==> src/rtl/soc_ram_bist_if.sv <==
// Single-port 16-bit RAM port as seen by a BIST engine (master) and the RAM (slave).
// The RAM clock is the engine clock, so only the data-path signals live here.
interface soc_ram_bist_if #(
  parameter int ADDR_MSB = 6
);
  logic [ADDR_MSB:0] ram_addr;
  logic              ram_cen;
  logic [1:0]        ram_wen;
  logic [15:0]       ram_din;
  logic [15:0]       ram_dout;

  modport master (
    output ram_addr,
    output ram_cen,
    output ram_wen,
    output ram_din,
    input  ram_dout
  );

  modport slave (
    input  ram_addr,
    input  ram_cen,
    input  ram_wen,
    input  ram_din,
    output ram_dout
  );
endinterface

==> src/rtl/soc_ram_bist.sv <==
// March C- self-test engine for a single-port 16-bit RAM: runs M0..M5 over every word
// and reports pass/fail with the first failing address and march element.
module soc_ram_bist #(
  parameter int ADDR_MSB = 6,
  parameter int MEM_SIZE = 256
) (
  input  logic              mclk,
  input  logic              puc_rst,
  input  logic              bist_start,
  input  logic              bist_bg,
  output logic              bist_busy,
  output logic              bist_done,
  output logic              bist_fail,
  output logic [ADDR_MSB:0] bist_fail_addr,
  output logic [2:0]        bist_fail_elem,
  soc_ram_bist_if.master    ram
);

  localparam logic [ADDR_MSB:0] LAST_ADDR = (ADDR_MSB+1)'(MEM_SIZE/2 - 1);

  typedef enum logic [1:0] {
    ST_IDLE  = 2'd0,
    ST_RUN   = 2'd1,
    ST_FLUSH = 2'd2,
    ST_DONE  = 2'd3
  } state_t;

  state_t            state_r, state_s;
  logic [2:0]        elem_r, elem_s;
  logic [ADDR_MSB:0] addr_r, addr_s;
  logic              wr_phase_r, wr_phase_s;
  logic              bg_r, bg_s;
  logic              start_ok_s;
  logic              at_end_s;

  logic              run_s, wr_s, rd_now_s;
  logic              cen_s, busy_s, done_s;
  logic [1:0]        wen_s;
  logic [15:0]       din_s, rd_exp_s;
  logic [ADDR_MSB:0] ram_addr_s;

  logic              chk_vld_r;
  logic [15:0]       chk_exp_r;
  logic [ADDR_MSB:0] chk_addr_r;
  logic [2:0]        chk_elem_r;

  function automatic logic [15:0] bg_word(input logic bg, input logic inv);
    logic [15:0] b0;
    b0 = bg ? 16'h5555 : 16'h0000;
    return inv ? ~b0 : b0;
  endfunction

  // M0 and M5 are single-operation elements; M3..M5 walk downwards
  function automatic logic elem_single(input logic [2:0] e);
    return (e == 3'd0) || (e == 3'd5);
  endfunction

  function automatic logic elem_down(input logic [2:0] e);
    return (e >= 3'd3);
  endfunction

  // State register: current march position, i.e. the access being driven this cycle
  always_ff @(posedge mclk or posedge puc_rst) begin
    if (puc_rst) begin
      state_r    <= ST_IDLE;
      elem_r     <= 3'd0;
      addr_r     <= '0;
      wr_phase_r <= 1'b0;
      bg_r       <= 1'b0;
    end else begin
      state_r    <= state_s;
      elem_r     <= elem_s;
      addr_r     <= addr_s;
      wr_phase_r <= wr_phase_s;
      bg_r       <= bg_s;
    end
  end

  // Next-state: advance through read/write phases, addresses and elements
  always_comb begin
    state_s    = state_r;
    elem_s     = elem_r;
    addr_s     = addr_r;
    wr_phase_s = wr_phase_r;
    bg_s       = bg_r;
    start_ok_s = 1'b0;
    at_end_s   = elem_down(elem_r) ? (addr_r == '0) : (addr_r == LAST_ADDR);
    case (state_r)
      ST_IDLE, ST_DONE: begin
        if (bist_start) begin
          start_ok_s = 1'b1;
          state_s    = ST_RUN;
          elem_s     = 3'd0;
          addr_s     = '0;
          wr_phase_s = 1'b0;
          bg_s       = bist_bg;
        end else begin
          state_s = state_r;
        end
      end
      ST_RUN: begin
        if (!elem_single(elem_r) && !wr_phase_r) begin
          wr_phase_s = 1'b1;
        end else begin
          wr_phase_s = 1'b0;
          if (at_end_s) begin
            if (elem_r == 3'd5) begin
              state_s = ST_FLUSH;
              addr_s  = '0;
            end else begin
              elem_s = elem_r + 3'd1;
              addr_s = elem_down(elem_r + 3'd1) ? LAST_ADDR : '0;
            end
          end else if (elem_down(elem_r)) begin
            addr_s = addr_r - 1'b1;
          end else begin
            addr_s = addr_r + 1'b1;
          end
        end
      end
      ST_FLUSH: state_s = ST_DONE;
      default:  state_s = ST_IDLE;
    endcase
  end

  // Output decode: RAM port values for the next access, plus the read now being issued
  always_comb begin
    run_s      = (state_s == ST_RUN);
    wr_s       = run_s && ((elem_s == 3'd0) || (!elem_single(elem_s) && wr_phase_s));
    cen_s      = !run_s;
    wen_s      = wr_s ? 2'b00 : 2'b11;
    din_s      = wr_s ? bg_word(bg_s, (elem_s == 3'd1) || (elem_s == 3'd3)) : 16'h0000;
    ram_addr_s = run_s ? addr_s : '0;
    busy_s     = run_s || (state_s == ST_FLUSH);
    done_s     = (state_s == ST_DONE);
    rd_now_s   = (state_r == ST_RUN) &&
                 ((elem_r == 3'd5) || ((elem_r != 3'd0) && !wr_phase_r));
    rd_exp_s   = bg_word(bg_r, (elem_r == 3'd2) || (elem_r == 3'd4));
  end

  // Registered RAM port and run status
  always_ff @(posedge mclk or posedge puc_rst) begin
    if (puc_rst) begin
      ram.ram_addr <= '0;
      ram.ram_cen  <= 1'b1;
      ram.ram_wen  <= 2'b11;
      ram.ram_din  <= 16'h0000;
      bist_busy    <= 1'b0;
      bist_done    <= 1'b0;
    end else begin
      ram.ram_addr <= ram_addr_s;
      ram.ram_cen  <= cen_s;
      ram.ram_wen  <= wen_s;
      ram.ram_din  <= din_s;
      bist_busy    <= busy_s;
      bist_done    <= done_s;
    end
  end

  // Read check: the read issued this cycle is compared against ram_dout next cycle
  always_ff @(posedge mclk or posedge puc_rst) begin
    if (puc_rst) begin
      chk_vld_r      <= 1'b0;
      chk_exp_r      <= 16'h0000;
      chk_addr_r     <= '0;
      chk_elem_r     <= 3'd0;
      bist_fail      <= 1'b0;
      bist_fail_addr <= '0;
      bist_fail_elem <= 3'd0;
    end else begin
      chk_vld_r  <= rd_now_s;
      chk_exp_r  <= rd_exp_s;
      chk_addr_r <= addr_r;
      chk_elem_r <= elem_r;
      if (start_ok_s) begin
        bist_fail      <= 1'b0;
        bist_fail_addr <= '0;
        bist_fail_elem <= 3'd0;
      end else if (chk_vld_r && (ram.ram_dout != chk_exp_r) && !bist_fail) begin
        bist_fail      <= 1'b1;
        bist_fail_addr <= chk_addr_r;
        bist_fail_elem <= chk_elem_r;
      end
    end
  end

endmodule

==> src/flat_wrapper.sv <==
// flat-port wrapper written by rule: the top's interface ports become plain ports
module soc_ram_bist_flat 
#(
  parameter int ADDR_MSB = 6,
  parameter int MEM_SIZE = 256
)
  (mclk, puc_rst, bist_start, bist_bg, bist_busy, bist_done, bist_fail, bist_fail_addr, bist_fail_elem, ram_ram_addr, ram_ram_cen, ram_ram_wen, ram_ram_din, ram_ram_dout);
  soc_ram_bist_if #(.ADDR_MSB(ADDR_MSB)) ram_i ();
  input  logic mclk;
  input  logic puc_rst;
  input  logic bist_start;
  input  logic bist_bg;
  output logic bist_busy;
  output logic bist_done;
  output logic bist_fail;
  output logic [ADDR_MSB:0] bist_fail_addr;
  output logic [2:0] bist_fail_elem;
  output wire logic [$bits(ram_i.ram_addr)-1:0] ram_ram_addr;
  output wire logic [$bits(ram_i.ram_cen)-1:0] ram_ram_cen;
  output wire logic [$bits(ram_i.ram_wen)-1:0] ram_ram_wen;
  output wire logic [$bits(ram_i.ram_din)-1:0] ram_ram_din;
  input wire logic [$bits(ram_i.ram_dout)-1:0] ram_ram_dout;
  assign ram_ram_addr = ram_i.ram_addr;
  assign ram_ram_cen = ram_i.ram_cen;
  assign ram_ram_wen = ram_i.ram_wen;
  assign ram_ram_din = ram_i.ram_din;
  assign ram_i.ram_dout = ram_ram_dout;
  soc_ram_bist #(.ADDR_MSB(ADDR_MSB), .MEM_SIZE(MEM_SIZE)) u_core (.mclk(mclk), .puc_rst(puc_rst), .bist_start(bist_start), .bist_bg(bist_bg), .bist_busy(bist_busy), .bist_done(bist_done), .bist_fail(bist_fail), .bist_fail_addr(bist_fail_addr), .bist_fail_elem(bist_fail_elem), .ram(ram_i));
endmodule
==> config.mk <==
export PLATFORM = sky130hd
export DESIGN_NAME = soc_ram_bist_flat
export DESIGN_NICKNAME = d
export VERILOG_FILES = /design/src/rtl/soc_ram_bist_if.sv /design/src/rtl/soc_ram_bist.sv /design/src/flat_wrapper.sv
export SDC_FILE = /design/constraint.sdc
export NUM_CORES = 1
export LEC_CHECK = 0
export CORE_MARGIN = 5
export CORE_UTILIZATION = 56
export CTS_BUF_LIST = sky130_fd_sc_hd__clkbuf_4
export CTS_CLUSTER_SIZE = 25
export DETAILED_ROUTE_END_ITERATION = 8
export DONT_BUFFER_PORTS = 1
export PLACE_DENSITY = 0.79
export SETUP_SLACK_MARGIN = 0.02
export SLEW_MARGIN = 30
export SYNTH_ARGS = -nofsm -noshare
export SYNTH_HDL_FRONTEND = slang
export SYNTH_SLANG_ARGS = --single-unit
==> constraint.sdc <==
create_clock -name mclk -period 3.65 [get_ports mclk]
set_input_delay 0.365 -clock mclk [delete_from_list [all_inputs] [get_ports mclk]]
set_output_delay 0.365 -clock mclk [all_outputs]
set_load 0.005 [all_outputs]
==> out/qor.txt, run 1 <==
SETUP PATH
----------------------------------------------------------------------------------------
Path type of the worst setup path ......................................... flip-flop to flip-flop
Setup slack of the most critical reg-to-reg path ..........................      0.28 ns
Startpoint Class ..........................................................    flip-flop
Maximum fanout encountered on the critical timing path ....................           12
Arrival time of data at the critical path endpoint ........................      3.69 ns
Worst Setup End Kind ......................................................    flip-flop
Critical path required time ...............................................      3.96 ns

CLOCK NETWORK
----------------------------------------------------------------------------------------
Number of buffers added by the clock tree synthesis step ..................            5
CTS Root Cell ............................................................. sky130_fd_sc_hd__clkbuf_4
Clock slew seen by the registers of the worst setup and hold paths ........      0.16 ns
Buffers inserted during post-CTS setup optimization .......................            0
Clock H-tree levels .......................................................            2
Number of clock sinks .....................................................           51
CTS tree ..................................................................          yes
Clock tree buffer depth ...................................................            2
CTS resizes ...............................................................            0
Insertion delay of the later-clocked pin in the worst-skew pair ...........      0.38 ns

SYNTH
----------------------------------------------------------------------------------------
Share of flip-flops with an asynchronous set or reset after synthesis .....         100%
Gate Count Post-Synth .....................................................          245
FF+latch count, synth .....................................................           51
Cell Area, Synth .......................................................... 0.00267 sq mm
Syn avg cell area .........................................................   10.9 sq um
Share of synthesized area occupied by flip-flops and latches ..............        48.0%
Synthesized net count .....................................................          280
Prevailing post-synth register cell ....................................... sky130_fd_sc_hd__dfrtp_1
Number of enable-type register cells in the synthesized netlist ...........            0
Synth unique cells ........................................................           59
Number of warnings reported in the yosys synthesis log ....................            0

FINAL LAYOUT
----------------------------------------------------------------------------------------
Syn-to-layout area delta ..................................................       0.845%
Highest-count cells in the layout ignoring fill and taps .................. 49 x sky130_fd_sc_hd__dfrtp_1, 19 x sky130_fd_sc_hd__nor2_1, 16 x sky130_fd_sc_hd__inv_1
Area used by multi-input combinational logic .............................. 0.00118 sq mm
Final antenna diode count .................................................            0
Ratio of cells with drive above 1 in the final layout .....................        11.5%
Area taken by flip-flops and latches ...................................... 0.00128 sq mm
Final #Nets ...............................................................          269
Leading cell type in the layout, fill and taps excluded ................... sky130_fd_sc_hd__dfrtp_1
Filler cells ..............................................................          371
Final instance count without filler cells .................................          289

FLOORPLANNING
----------------------------------------------------------------------------------------
Row Count .................................................................           25
Die W .....................................................................      79.0 um
Die area .................................................................. 0.00624 sq mm
Number of top-level pins ..................................................           59
Total core area ........................................................... 0.00466 sq mm
Effective utilization at floorplan ........................................        57.2%
Die H .....................................................................      79.0 um

STA
----------------------------------------------------------------------------------------
Final min period ..........................................................      3.37 ns
Top achievable clock speed ................................................      296 MHz
Number of failing setup endpoints in the final timing report ..............            0
Worst slew pin tran .......................................................     0.635 ns
Total negative slack for setup checks .....................................         0 ns
Setup repair after global routing missed its margin .......................           no
Worst Clk Skew ............................................................    0.0175 ns
Rel. slew slack ...........................................................        56.6%
Period Utilization, post-route ............................................        92.4%
Max-slew violation count ..................................................            0
Total count of hold-check failures in the final report ....................            0

POWER
----------------------------------------------------------------------------------------
Switching Power ...........................................................       196 uW
Internal power of the cells ...............................................       716 uW
Part of the power in registers ............................................        62.0%
Static Leak ...............................................................   0.00115 uW
Pwr/cell area .............................................................  339 mW/mm^2
Comb pwr share ............................................................         1.7%
Fraction of power consumed by the clock network ...........................        36.3%
Worst-case vdd ir drop ....................................................       158 uV
Sw Share ..................................................................        21.5%

HOLD PATH
----------------------------------------------------------------------------------------
Worst Hold Class .......................................................... primary input to flip-flop

DETAILED ROUTING
----------------------------------------------------------------------------------------
Drt wl/cell ...............................................................      17.2 um
Routed WL .................................................................      4.97 mm
Drc violations ............................................................            0
Vias per inst .............................................................         6.15
Initial drt markers .......................................................          175
Overall via count from detail_route .......................................        1,777
Number of search-and-repair iterations in the first detailed-routing pass .            4
Antenna-violating nets left ...............................................            0

GLOBAL ROUTING
----------------------------------------------------------------------------------------
Sum of overflow across all layers after global routing ....................            0
Global-route total usage across every layer ...............................        16.9%
Wire length of the first global-routing pass ..............................      8.07 mm
Number of antenna violations at the first check in global routing .........            0
Vias in the first global route ............................................        1,702
Maximum number of pins on one net before global-route repair ..............           52

PLACEMENT
----------------------------------------------------------------------------------------
Count of buffers from port buffering ......................................            0
Placed Instances ..........................................................          280
Detailed-placement wirelength estimate ....................................      3.63 mm
Global placer's final weighted congestion .................................        0.882

STATUS
----------------------------------------------------------------------------------------
Status ....................................................................    completed

JOB
----------------------------------------------------------------------------------------
Max capacitance violation total ...........................................            0

## Yosys cell counts, types with 2 or more instances
master	n	share of area (%)
sky130_fd_sc_hd__o21ai_0	3	0.56
sky130_fd_sc_hd__nand2_1	10	1.4
sky130_fd_sc_hd__o22ai_1	2	0.47
sky130_fd_sc_hd__clkbuf_1	2	0.28
sky130_fd_sc_hd__o21bai_1	2	0.56
sky130_fd_sc_hd__nor3_4	2	1.2
sky130_fd_sc_hd__xor2_1	4	1.3
sky130_fd_sc_hd__nor2_1	19	2.7
sky130_fd_sc_hd__a21o_1	2	0.56
sky130_fd_sc_hd__or3_1	2	0.47
sky130_fd_sc_hd__buf_4	15	4.2
sky130_fd_sc_hd__nor4_1	5	1.2
sky130_fd_sc_hd__nor2b_1	2	0.47
sky130_fd_sc_hd__inv_1	17	2.4
sky130_fd_sc_hd__nand4_1	5	1.2
sky130_fd_sc_hd__and2_1	7	1.6
sky130_fd_sc_hd__o211ai_1	3	0.85
sky130_fd_sc_hd__buf_6	2	0.85
sky130_fd_sc_hd__nand3_1	5	0.94
sky130_fd_sc_hd__dfstp_2	2	2.0
sky130_fd_sc_hd__a31oi_1	3	0.70
sky130_fd_sc_hd__o21ai_2	5	1.6
sky130_fd_sc_hd__o21a_1	3	0.85
sky130_fd_sc_hd__a21oi_1	14	2.6
sky130_fd_sc_hd__o2111ai_1	2	0.66
sky130_fd_sc_hd__ha_1	14	6.6
sky130_fd_sc_hd__mux2i_1	11	4.1
sky130_fd_sc_hd__o21ai_1	2	0.38
sky130_fd_sc_hd__dfrtp_1	49	46
sky130_fd_sc_hd__a211oi_1	2	0.56
## layer usage
layer	global-route usage, %	wire length (um)	vias to the layer above
met5	0	0	-
met4	6.70	93	0
met3	5.67	327	10
met2	28.1	2450	61
met1	20.1	2100	857
li1	-	-	849
## timing repair
| item | 4_1_cts | 5_1_grt |
|---|---|---|
| hold buffers | 1 | 0 |
| endpoints found under the setup margin | 0 | 0 |
| hold endpoints to repair | 49 | 0 |
## per-stage QoR
step	power [uW]	hold WS, ns	utilization, %	worst slack [ns]	area, sq um
6_report	912	0.204	57.7	0.277	2690
5_1_grt	943	0.197	57.7	0.0945	2690
4_1_cts	919	0.196	57.7	0.338	2690
3_5_place_dp	591	0.356	55.6	0.338	2590
3_3_place_gp	591	0.469	55.6	0.588	2590
2_1_floorplan	588	0.374	-	0.742	2670
## power groups by stage
stage / registers (uW) / logic [uW] / clock network, uW
floorplan: 576 / 11.8 / 0
global placement: 576 / 14.9 / 0
detailed placement: 576 / 15.3 / 0
CTS: 565 / 16.4 / 338
global route: 566 / 18.8 / 359
finish: 565 / 15.4 / 331
## layout make-up
type                            count  area share [%]
Tap cell                           54            2.51
Sequential cell                    51            47.6
Timing Repair Buffer                1           0.372
Clock inverter                      3            1.77
Inverter                           18            2.61
Clock buffer                        5            1.40
Multi-Input combinational cell    157            43.8
## registers in the layout, indices dropped and copies added, names as in the netlist
signal and flops:
u_core.addr_r 7, u_core.bg_r 1, u_core.bist_busy 1, u_core.bist_done 1, u_core.bist_fail 1, u_core.bist_fail_addr 7
u_core.bist_fail_elem 3, u_core.chk_addr_r 7, u_core.chk_elem_r 3, u_core.chk_exp_r 2, u_core.chk_vld_r 1, u_core.elem_r 3
u_core.ram.ram_addr 7, u_core.ram.ram_cen 1, u_core.ram.ram_din 2, u_core.ram.ram_wen 1, u_core.state_r 2, u_core.wr_phase_r 1
## path summary, 6_finish.rpt
check	start	to	depth (start not counted)
max	u_core.elem_r[2]	u_core.ram.ram_addr[6]	10
min	bist_bg	u_core.bg_r	2
max reg2reg	u_core.elem_r[2]	u_core.ram.ram_addr[6]	10
min reg2reg	u_core.bg_r	u_core.chk_exp_r[14]	1
max in group asynchronous	puc_rst	u_core.bist_fail_elem[2]	2
min in group asynchronous	puc_rst	u_core.state_r[1]	2
## critical path, cell delays in order, from the launching register on
cell	delay (ns)
sky130_fd_sc_hd__dfrtp_1	0.58
sky130_fd_sc_hd__inv_1	0.14
sky130_fd_sc_hd__ha_1	0.25
sky130_fd_sc_hd__a211oi_4	0.35
sky130_fd_sc_hd__inv_2	0.20
sky130_fd_sc_hd__fa_1	0.43
sky130_fd_sc_hd__a21oi_1	0.18
sky130_fd_sc_hd__o21bai_1	0.12
sky130_fd_sc_hd__a2111oi_0	0.64
sky130_fd_sc_hd__o311ai_1	0.23
sky130_fd_sc_hd__a31oi_1	0.20
## cells by family (layout without fill, tap and decap cells)
logic type | after synthesis | count (layout) | share of synthesized area, %
and+or+nand+nor | 65 | 65 | 13.4
adders and majority gates | 15 | 15 | 7.32
xor gates and xnor gates | 5 | 5 | 1.64
DFF | 51 | 51 | 48.0
buffers and inverters | 37 | 27 | 7.89
muxes | 12 | 12 | 4.55
AOI/OAI and AO/OA | 60 | 60 | 17.2
Note: power is estimated with default switching activity, not from simulation.
==> run 2: changes to the inputs <==
--- a/config.mk
+++ b/config.mk
@@ -5,6 +5,7 @@
 export SDC_FILE = /design/constraint.sdc
 export NUM_CORES = 1
 export LEC_CHECK = 0
+export CAP_MARGIN = 20
 export CORE_MARGIN = 5
 export CORE_UTILIZATION = 56
 export CTS_BUF_LIST = sky130_fd_sc_hd__clkbuf_4
==> constraint.sdc (replaced) <==
create_clock -name mclk -period 3.9 [get_ports mclk]
set_input_delay 0.39 -clock mclk [delete_from_list [all_inputs] [get_ports mclk]]
set_output_delay 0.39 -clock mclk [all_outputs]
set_load 0.005 [all_outputs]
==> run 2 against run 1 <==
  * Worst hold slack better by 0.011 ns
  * Global-route usage is 0.89 points lower
  * Clock-buffer cell count stayed put
  * Fmax is 4.5% higher
  * Combinational power is 6% lower
  * Setup slack better by 0.40 ns
  * Clock power is 25% lower
  * Total power is 13% lower
  * Die area stayed put
  * Critical endpoint unchanged
==> out/qor.txt, run 2 (synthesized netlist as in run 1, its figures left out) <==
CLOCK NETWORK
----------------------------------------------------------------------------------------
CTS tree ..................................................................          yes   unchanged
Buffers inserted during post-CTS setup optimization .......................            0   unchanged
Clock tree buffer depth ...................................................            2   unchanged
Number of clock sinks .....................................................           51   unchanged
Clock H-tree levels .......................................................            2   unchanged
Clock slew seen by the registers of the worst setup and hold paths ........      0.15 ns   was 0.16 ns
Insertion delay of the later-clocked pin in the worst-skew pair ...........      0.39 ns   was 0.38 ns
Number of buffers added by the clock tree synthesis step ..................            5   unchanged
CTS Root Cell ............................................................. sky130_fd_sc_hd__clkbuf_4   unchanged

DETAILED ROUTING
----------------------------------------------------------------------------------------
Overall via count from detail_route .......................................        1,770   was 1,777
Initial drt markers .......................................................          130   was 175
Vias per inst .............................................................         6.12   was 6.15
Routed WL .................................................................      4.78 mm   was 4.97 mm
Drc violations ............................................................            0   unchanged
Drt wl/cell ...............................................................      16.5 um   was 17.2 um
Number of search-and-repair iterations in the first detailed-routing pass .            4   unchanged
Antenna-violating nets left ...............................................            0   unchanged

FINAL LAYOUT
----------------------------------------------------------------------------------------
Post-route design area .................................................... 0.00266 sq mm   was 0.00269 sq mm
Syn-to-layout area delta ..................................................     -0.0471%   was 0.845%
Filler cells ..............................................................          380   was 371
Final #Nets ...............................................................          269   unchanged
Highest-count cells in the layout ignoring fill and taps .................. 49 x sky130_fd_sc_hd__dfrtp_1, 19 x sky130_fd_sc_hd__nor2_1, 16 x sky130_fd_sc_hd__inv_1   unchanged
Area taken by flip-flops and latches ...................................... 0.00128 sq mm   unchanged
Final antenna diode count .................................................            0   unchanged
Leading cell type in the layout, fill and taps excluded ................... sky130_fd_sc_hd__dfrtp_1   unchanged
Final instance count without filler cells .................................          289   unchanged
Ratio of cells with drive above 1 in the final layout .....................        11.5%   unchanged
Area used by multi-input combinational logic .............................. 0.00118 sq mm   unchanged

FLOORPLANNING
----------------------------------------------------------------------------------------
Row Count .................................................................           25   unchanged
Die H .....................................................................      79.0 um   unchanged
Die W .....................................................................      79.0 um   unchanged
Number of top-level pins ..................................................           59   unchanged
Die area .................................................................. 0.00624 sq mm   unchanged
Effective utilization at floorplan ........................................        57.2%   unchanged
Total core area ........................................................... 0.00466 sq mm   unchanged

PLACEMENT
----------------------------------------------------------------------------------------
Count of buffers from port buffering ......................................            0   unchanged
Global placer's final weighted congestion .................................        0.878   was 0.882
Placed Instances ..........................................................          280   unchanged
Detailed-placement wirelength estimate ....................................      3.54 mm   was 3.63 mm
Post-placement cell area .................................................. 0.00259 sq mm   unchanged

GLOBAL ROUTING
----------------------------------------------------------------------------------------
Number of antenna violations at the first check in global routing .........            0   unchanged
Wire length of the first global-routing pass ..............................      7.71 mm   was 8.07 mm
Sum of overflow across all layers after global routing ....................            0   unchanged
Global-route total usage across every layer ...............................        16.0%   was 16.9%
Maximum number of pins on one net before global-route repair ..............           52   unchanged
Vias in the first global route ............................................        1,628   was 1,702

POWER
----------------------------------------------------------------------------------------
Comb pwr share ............................................................         1.8%   was 1.7%
Static Leak ...............................................................   0.00113 uW   was 0.00115 uW
Fraction of power consumed by the clock network ...........................        31.4%   was 36.3%
Internal power of the cells ...............................................       604 uW   was 716 uW
Switching Power ...........................................................       188 uW   was 196 uW
Part of the power in registers ............................................        66.8%   was 62.0%
Sw Share ..................................................................        23.7%   was 21.5%
Worst-case vdd ir drop ....................................................       131 uV   was 158 uV
Pwr/cell area .............................................................  298 mW/mm^2   was 339 mW/mm^2

SETUP PATH
----------------------------------------------------------------------------------------
Path type of the worst setup path ......................................... flip-flop to flip-flop   unchanged
Worst-case reg-to-reg path depth ..........................................           10   unchanged
Arrival time of data at the critical path endpoint ........................      3.54 ns   was 3.69 ns
Worst Setup End Kind ......................................................    flip-flop   unchanged
Startpoint Class ..........................................................    flip-flop   unchanged
Maximum fanout encountered on the critical timing path ....................           12   unchanged
Critical path required time ...............................................      4.21 ns   was 3.96 ns

STA
----------------------------------------------------------------------------------------
Top achievable clock speed ................................................      310 MHz   was 296 MHz
Number of failing setup endpoints in the final timing report ..............            0   unchanged
Setup repair after global routing missed its margin .......................           no   unchanged
Max-slew violation count ..................................................            0   unchanged
Final min period ..........................................................      3.23 ns   was 3.37 ns
Worst Clk Skew ............................................................    0.0116 ns   was 0.0175 ns
Total negative slack for setup checks .....................................         0 ns   unchanged
Period Utilization, post-route ............................................        82.7%   was 92.4%
Rel. slew slack ...........................................................        59.4%   was 56.6%
Total count of hold-check failures in the final report ....................            0   unchanged
Hold slack final ..........................................................     0.215 ns   was 0.204 ns
Worst slew pin tran .......................................................     0.610 ns   was 0.635 ns

JOB
----------------------------------------------------------------------------------------
Max capacitance violation total ...........................................            0   unchanged

STATUS
----------------------------------------------------------------------------------------
Status ....................................................................    completed   unchanged

HOLD PATH
----------------------------------------------------------------------------------------
Instance count along the most critical hold path ..........................            2   unchanged
Worst Hold Class .......................................................... primary input to flip-flop   unchanged

-- run 2: cell types whose count changed in the layout (fill, tap and decap cells not counted) --
| cell | delta |
|---|---|
| sky130_fd_sc_hd__clkinv_4 | -1 |
| sky130_fd_sc_hd__bufinv_16 | -1 |
| sky130_fd_sc_hd__clkinvlp_4 | +2 |
-- run 2: final cells by class --
class	count	area share (%)
multi-input cells	157	44.2
clock inverters	3	0.892
inverters	18	2.63
flip-flops and latches	51	48.0
well taps	54	2.54
clock buffers	5	1.41
repair buffers	1	0.376
-- run 2: final timing paths --
kind | startpoint | endpoint | slack, ns
min reg2reg | u_core.bg_r | u_core.chk_exp_r[14] | 0.51
max | u_core.elem_r[2] | u_core.ram.ram_addr[6] | 0.67
max reg2reg | u_core.elem_r[2] | u_core.ram.ram_addr[6] | 0.67
min in group asynchronous | puc_rst | u_core.chk_exp_r[14] | 0.54
min | bist_bg | u_core.bg_r | 0.21
max in group asynchronous | puc_rst | u_core.chk_addr_r[4] | 2.94
-- run 2: per-layer routing --
metal,track usage (%),up-vias,share of wire [%]
met2,25.4,52,48
met5,0,-,0
li1,-,846,-
met3,5.33,10,7.1
met1,20.5,862,43
met4,5.67,0,1.8
-- run 2: critical path: stages, from the launching register on --
cell	delay, ns
sky130_fd_sc_hd__dfrtp_1	0.59
sky130_fd_sc_hd__inv_1	0.15
sky130_fd_sc_hd__ha_1	0.26
sky130_fd_sc_hd__a211oi_4	0.32
sky130_fd_sc_hd__inv_2	0.19
sky130_fd_sc_hd__fa_1	0.43
sky130_fd_sc_hd__a21oi_1	0.16
sky130_fd_sc_hd__o21bai_1	0.11
sky130_fd_sc_hd__a2111oi_0	0.55
sky130_fd_sc_hd__o311ai_1	0.21
sky130_fd_sc_hd__a31oi_1	0.19
-- run 2: power groups by stage --
| stage | logic (uW) | clock network [uW] | registers [uW] |
|---|---|---|---|
| finish | 14.5 | 249 | 529 |
| global route | 17.9 | 275 | 529 |
| CTS | 15.4 | 254 | 529 |
| detailed placement | 14.3 | 0 | 539 |
| global placement | 13.9 | 0 | 539 |
| floorplan | 11.0 | 0 | 539 |
-- run 2: metrics by stage --
step | setup WS (ns) | util [%] | power (uW)
after floorplan | 0.992 | - | 550
after global placement | 0.846 | 55.6 | 553
after detailed placement | 0.718 | 55.6 | 553
after CTS | 0.719 | 57.2 | 798
after global routing | 0.477 | 57.2 | 822
final | 0.673 | 57.2 | 793
-- run 2: repair_timing --
item,CTS,global route
hold buffers,1,0
hold endpoints to repair,49,0
gates resized for setup,0,0
==> run 3: changes to the inputs <==
==> constraint.sdc (replaced) <==
create_clock -name mclk -period 3.2 [get_ports mclk]
set_input_delay 0.32 -clock mclk [delete_from_list [all_inputs] [get_ports mclk]]
set_output_delay 0.32 -clock mclk [all_outputs]
set_load 0.005 [all_outputs]
==> run 3 against run 2 <==
  * Via count barely moved
  * Critical path type unchanged
  * Largest cell class unchanged
  * Sequential power up 22%
  * Core utilization grew 0.70 points
  * Register-to-register slack got worse by 0.40 ns
==> out/qor.txt, run 3 (synthesized netlist as in run 1, its figures left out) <==
DETAILED ROUTING
----------------------------------------------------------------------------------------
Routed WL .................................................................      4.76 mm   was 4.78 mm
Initial drt markers .......................................................           81   was 130
Overall via count from detail_route .......................................        1,769   was 1,770
Vias per inst .............................................................         6.06   was 6.12
Drt wl/cell ...............................................................      16.3 um   was 16.5 um
Drc violations ............................................................            0   unchanged
Number of search-and-repair iterations in the first detailed-routing pass .            5   was 4
Antenna-violating nets left ...............................................            0   unchanged

FINAL LAYOUT
----------------------------------------------------------------------------------------
Final instance count without filler cells .................................          292   was 289
Syn-to-layout area delta ..................................................        1.17%   was -0.0471%
Post-route design area .................................................... 0.00270 sq mm   was 0.00266 sq mm
Final antenna diode count .................................................            0   unchanged
Ratio of cells with drive above 1 in the final layout .....................        13.0%   was 11.5%
Leading cell type in the layout, fill and taps excluded ................... sky130_fd_sc_hd__dfrtp_1   unchanged
Final #Nets ...............................................................          272   was 269
Highest-count cells in the layout ignoring fill and taps .................. 49 x sky130_fd_sc_hd__dfrtp_1, 19 x sky130_fd_sc_hd__nor2_1, 16 x sky130_fd_sc_hd__inv_1   unchanged
Filler cells ..............................................................          400   was 380

SETUP PATH
----------------------------------------------------------------------------------------
Path type of the worst setup path ......................................... flip-flop to flip-flop   unchanged
Maximum fanout encountered on the critical timing path ....................           12   unchanged
Startpoint Class ..........................................................    flip-flop   unchanged
Worst Setup End Kind ......................................................    flip-flop   unchanged
Critical path required time ...............................................      3.52 ns   was 4.21 ns
Arrival time of data at the critical path endpoint ........................      3.25 ns   was 3.54 ns

FLOORPLANNING
----------------------------------------------------------------------------------------
Effective utilization at floorplan ........................................        57.2%   unchanged
Row Count .................................................................           25   unchanged
Die area .................................................................. 0.00624 sq mm   unchanged
Number of top-level pins ..................................................           59   unchanged
Total core area ........................................................... 0.00466 sq mm   unchanged
Die H .....................................................................      79.0 um   unchanged
Die W .....................................................................      79.0 um   unchanged

GLOBAL ROUTING
----------------------------------------------------------------------------------------
Sum of overflow across all layers after global routing ....................            0   unchanged
Number of antenna violations at the first check in global routing .........            0   unchanged
Vias in the first global route ............................................        1,651   was 1,628
Wire length of the first global-routing pass ..............................      7.96 mm   was 7.71 mm
Maximum number of pins on one net before global-route repair ..............           52   unchanged
Global-route total usage across every layer ...............................        16.2%   was 16.0%

PLACEMENT
----------------------------------------------------------------------------------------
Post-Place Setup Slack ....................................................    0.0662 ns   was 0.718 ns
Placed Instances ..........................................................          283   was 280
Global placer's final weighted congestion .................................        0.856   was 0.878
Count of buffers from port buffering ......................................            0   unchanged
Detailed-placement wirelength estimate ....................................      3.46 mm   was 3.54 mm
Post-placement cell area .................................................. 0.00262 sq mm   was 0.00259 sq mm

STA
----------------------------------------------------------------------------------------
Worst Clk Skew ............................................................    0.0140 ns   was 0.0116 ns
Setup repair after global routing missed its margin .......................           no   unchanged
Max-slew violation count ..................................................            0   unchanged
Period Utilization, post-route ............................................        91.6%   was 82.7%
Total negative slack for setup checks .....................................         0 ns   unchanged
Final min period ..........................................................      2.93 ns   was 3.23 ns
Crit path setup slack, layout .............................................     0.269 ns   was 0.673 ns
Number of failing setup endpoints in the final timing report ..............            0   unchanged
Top achievable clock speed ................................................      341 MHz   was 310 MHz
Worst slew pin tran .......................................................     0.639 ns   was 0.610 ns
Total count of hold-check failures in the final report ....................            0   unchanged
Rel. slew slack ...........................................................        57.3%   was 59.4%

CLOCK NETWORK
----------------------------------------------------------------------------------------
Clock tree buffer depth ...................................................            2   unchanged
Number of buffers added by the clock tree synthesis step ..................            5   unchanged
CTS Root Cell ............................................................. sky130_fd_sc_hd__clkbuf_4   unchanged
Buffers inserted during post-CTS setup optimization .......................            0   unchanged
Insertion delay of the later-clocked pin in the worst-skew pair ...........      0.39 ns   about the same
CTS tree ..................................................................          yes   unchanged
Clock slew seen by the registers of the worst setup and hold paths ........      0.16 ns   was 0.15 ns
Clock H-tree levels .......................................................            2   unchanged
Number of clock sinks .....................................................           51   unchanged

POWER
----------------------------------------------------------------------------------------
Static Leak ...............................................................   0.00115 uW   was 0.00113 uW
Worst-case vdd ir drop ....................................................       167 uV   was 131 uV
Pwr/cell area .............................................................  361 mW/mm^2   was 298 mW/mm^2

STATUS
----------------------------------------------------------------------------------------
Status ....................................................................    completed   unchanged

HOLD PATH
----------------------------------------------------------------------------------------
Worst Hold Class .......................................................... primary input to flip-flop   unchanged

JOB
----------------------------------------------------------------------------------------
Max capacitance violation total ...........................................            0   unchanged

## run 3: cell types whose count changed in the layout (fill, tap and decap cells not counted), sizes merged
cell,change
clkinv,+1
buf,+3
clkinvlp,-1
## run 3: routing by layer
layer,track usage (%),wire length [um],up-vias
met5,0,0,-
met4,6.19,83,0
met3,4.99,375,6
met2,25.7,2220,60
met1,20.8,2080,844
li1,-,-,859
## run 3: worst max-delay path: stages, from the launching register on
cell and delay [ns]:
sky130_fd_sc_hd__dfrtp_1 0.41, sky130_fd_sc_hd__ha_1 0.20, sky130_fd_sc_hd__ha_1 0.21, sky130_fd_sc_hd__a211oi_4 0.30
sky130_fd_sc_hd__inv_2 0.19, sky130_fd_sc_hd__fa_1 0.43, sky130_fd_sc_hd__a21oi_1 0.17, sky130_fd_sc_hd__o21bai_1 0.12
sky130_fd_sc_hd__a2111oi_2 0.44, sky130_fd_sc_hd__o311ai_1 0.19, sky130_fd_sc_hd__a31oi_1 0.21
## run 3: area by class of cell
cell class | instances | area, sq um | area share [%]
multi-input cells | 157 | 1180 | 43.9
repair buffers | 4 | 32.5 | 1.21
clock inverters | 3 | 27.5 | 1.02
clock buffers | 5 | 37.5 | 1.39
flip-flops and latches | 51 | 1280 | 47.4
inverters | 18 | 70.1 | 2.60
well taps | 54 | 67.6 | 2.51
## run 3: stage by stage
| stage | hold slack (ns) | util [%] | power, uW |
|---|---|---|---|
| after detailed placement | 0.314 | 56.1 | 674 |
| after global routing | 0.132 | 57.9 | 1020 |
| after global placement | 0.468 | 56.1 | 674 |
| final | 0.136 | 57.9 | 974 |
| after CTS | 0.128 | 57.7 | 987 |
| after floorplan | 0.374 | - | 670 |
## run 3: repair_timing
action	4_1_cts	5_1_grt
resized for setup	0	2
hold endpoints to repair	49	0
hold buffers	1	0
endpoints found under the setup margin	0	2
## run 3: final timing paths
| check | startpoint | end | slack (ns) | depth (start not counted) |
|---|---|---|---|---|
| setup / recovery | u_core.elem_r[0] | u_core.ram.ram_addr[6] | 0.27 | 10 |
| hold / removal | bist_bg | u_core.bg_r | 0.14 | 2 |
| setup reg to reg | u_core.elem_r[0] | u_core.ram.ram_addr[6] | 0.27 | 10 |
| hold reg to reg | u_core.bg_r | u_core.chk_exp_r[14] | 0.50 | 1 |
| max in group asynchronous | puc_rst | u_core.chk_vld_r | 2.32 | 2 |
| min in group asynchronous | puc_rst | u_core.addr_r[5] | 0.48 | 2 |
## run 3: where the power goes
| part | internal, uW | switching, uW |
|---|---|---|
| sequential | 645 | 0 |
| clock | 92.5 | 219 |
| combinational | 3.62 | 14.1 |
| total | 741 | 233 |
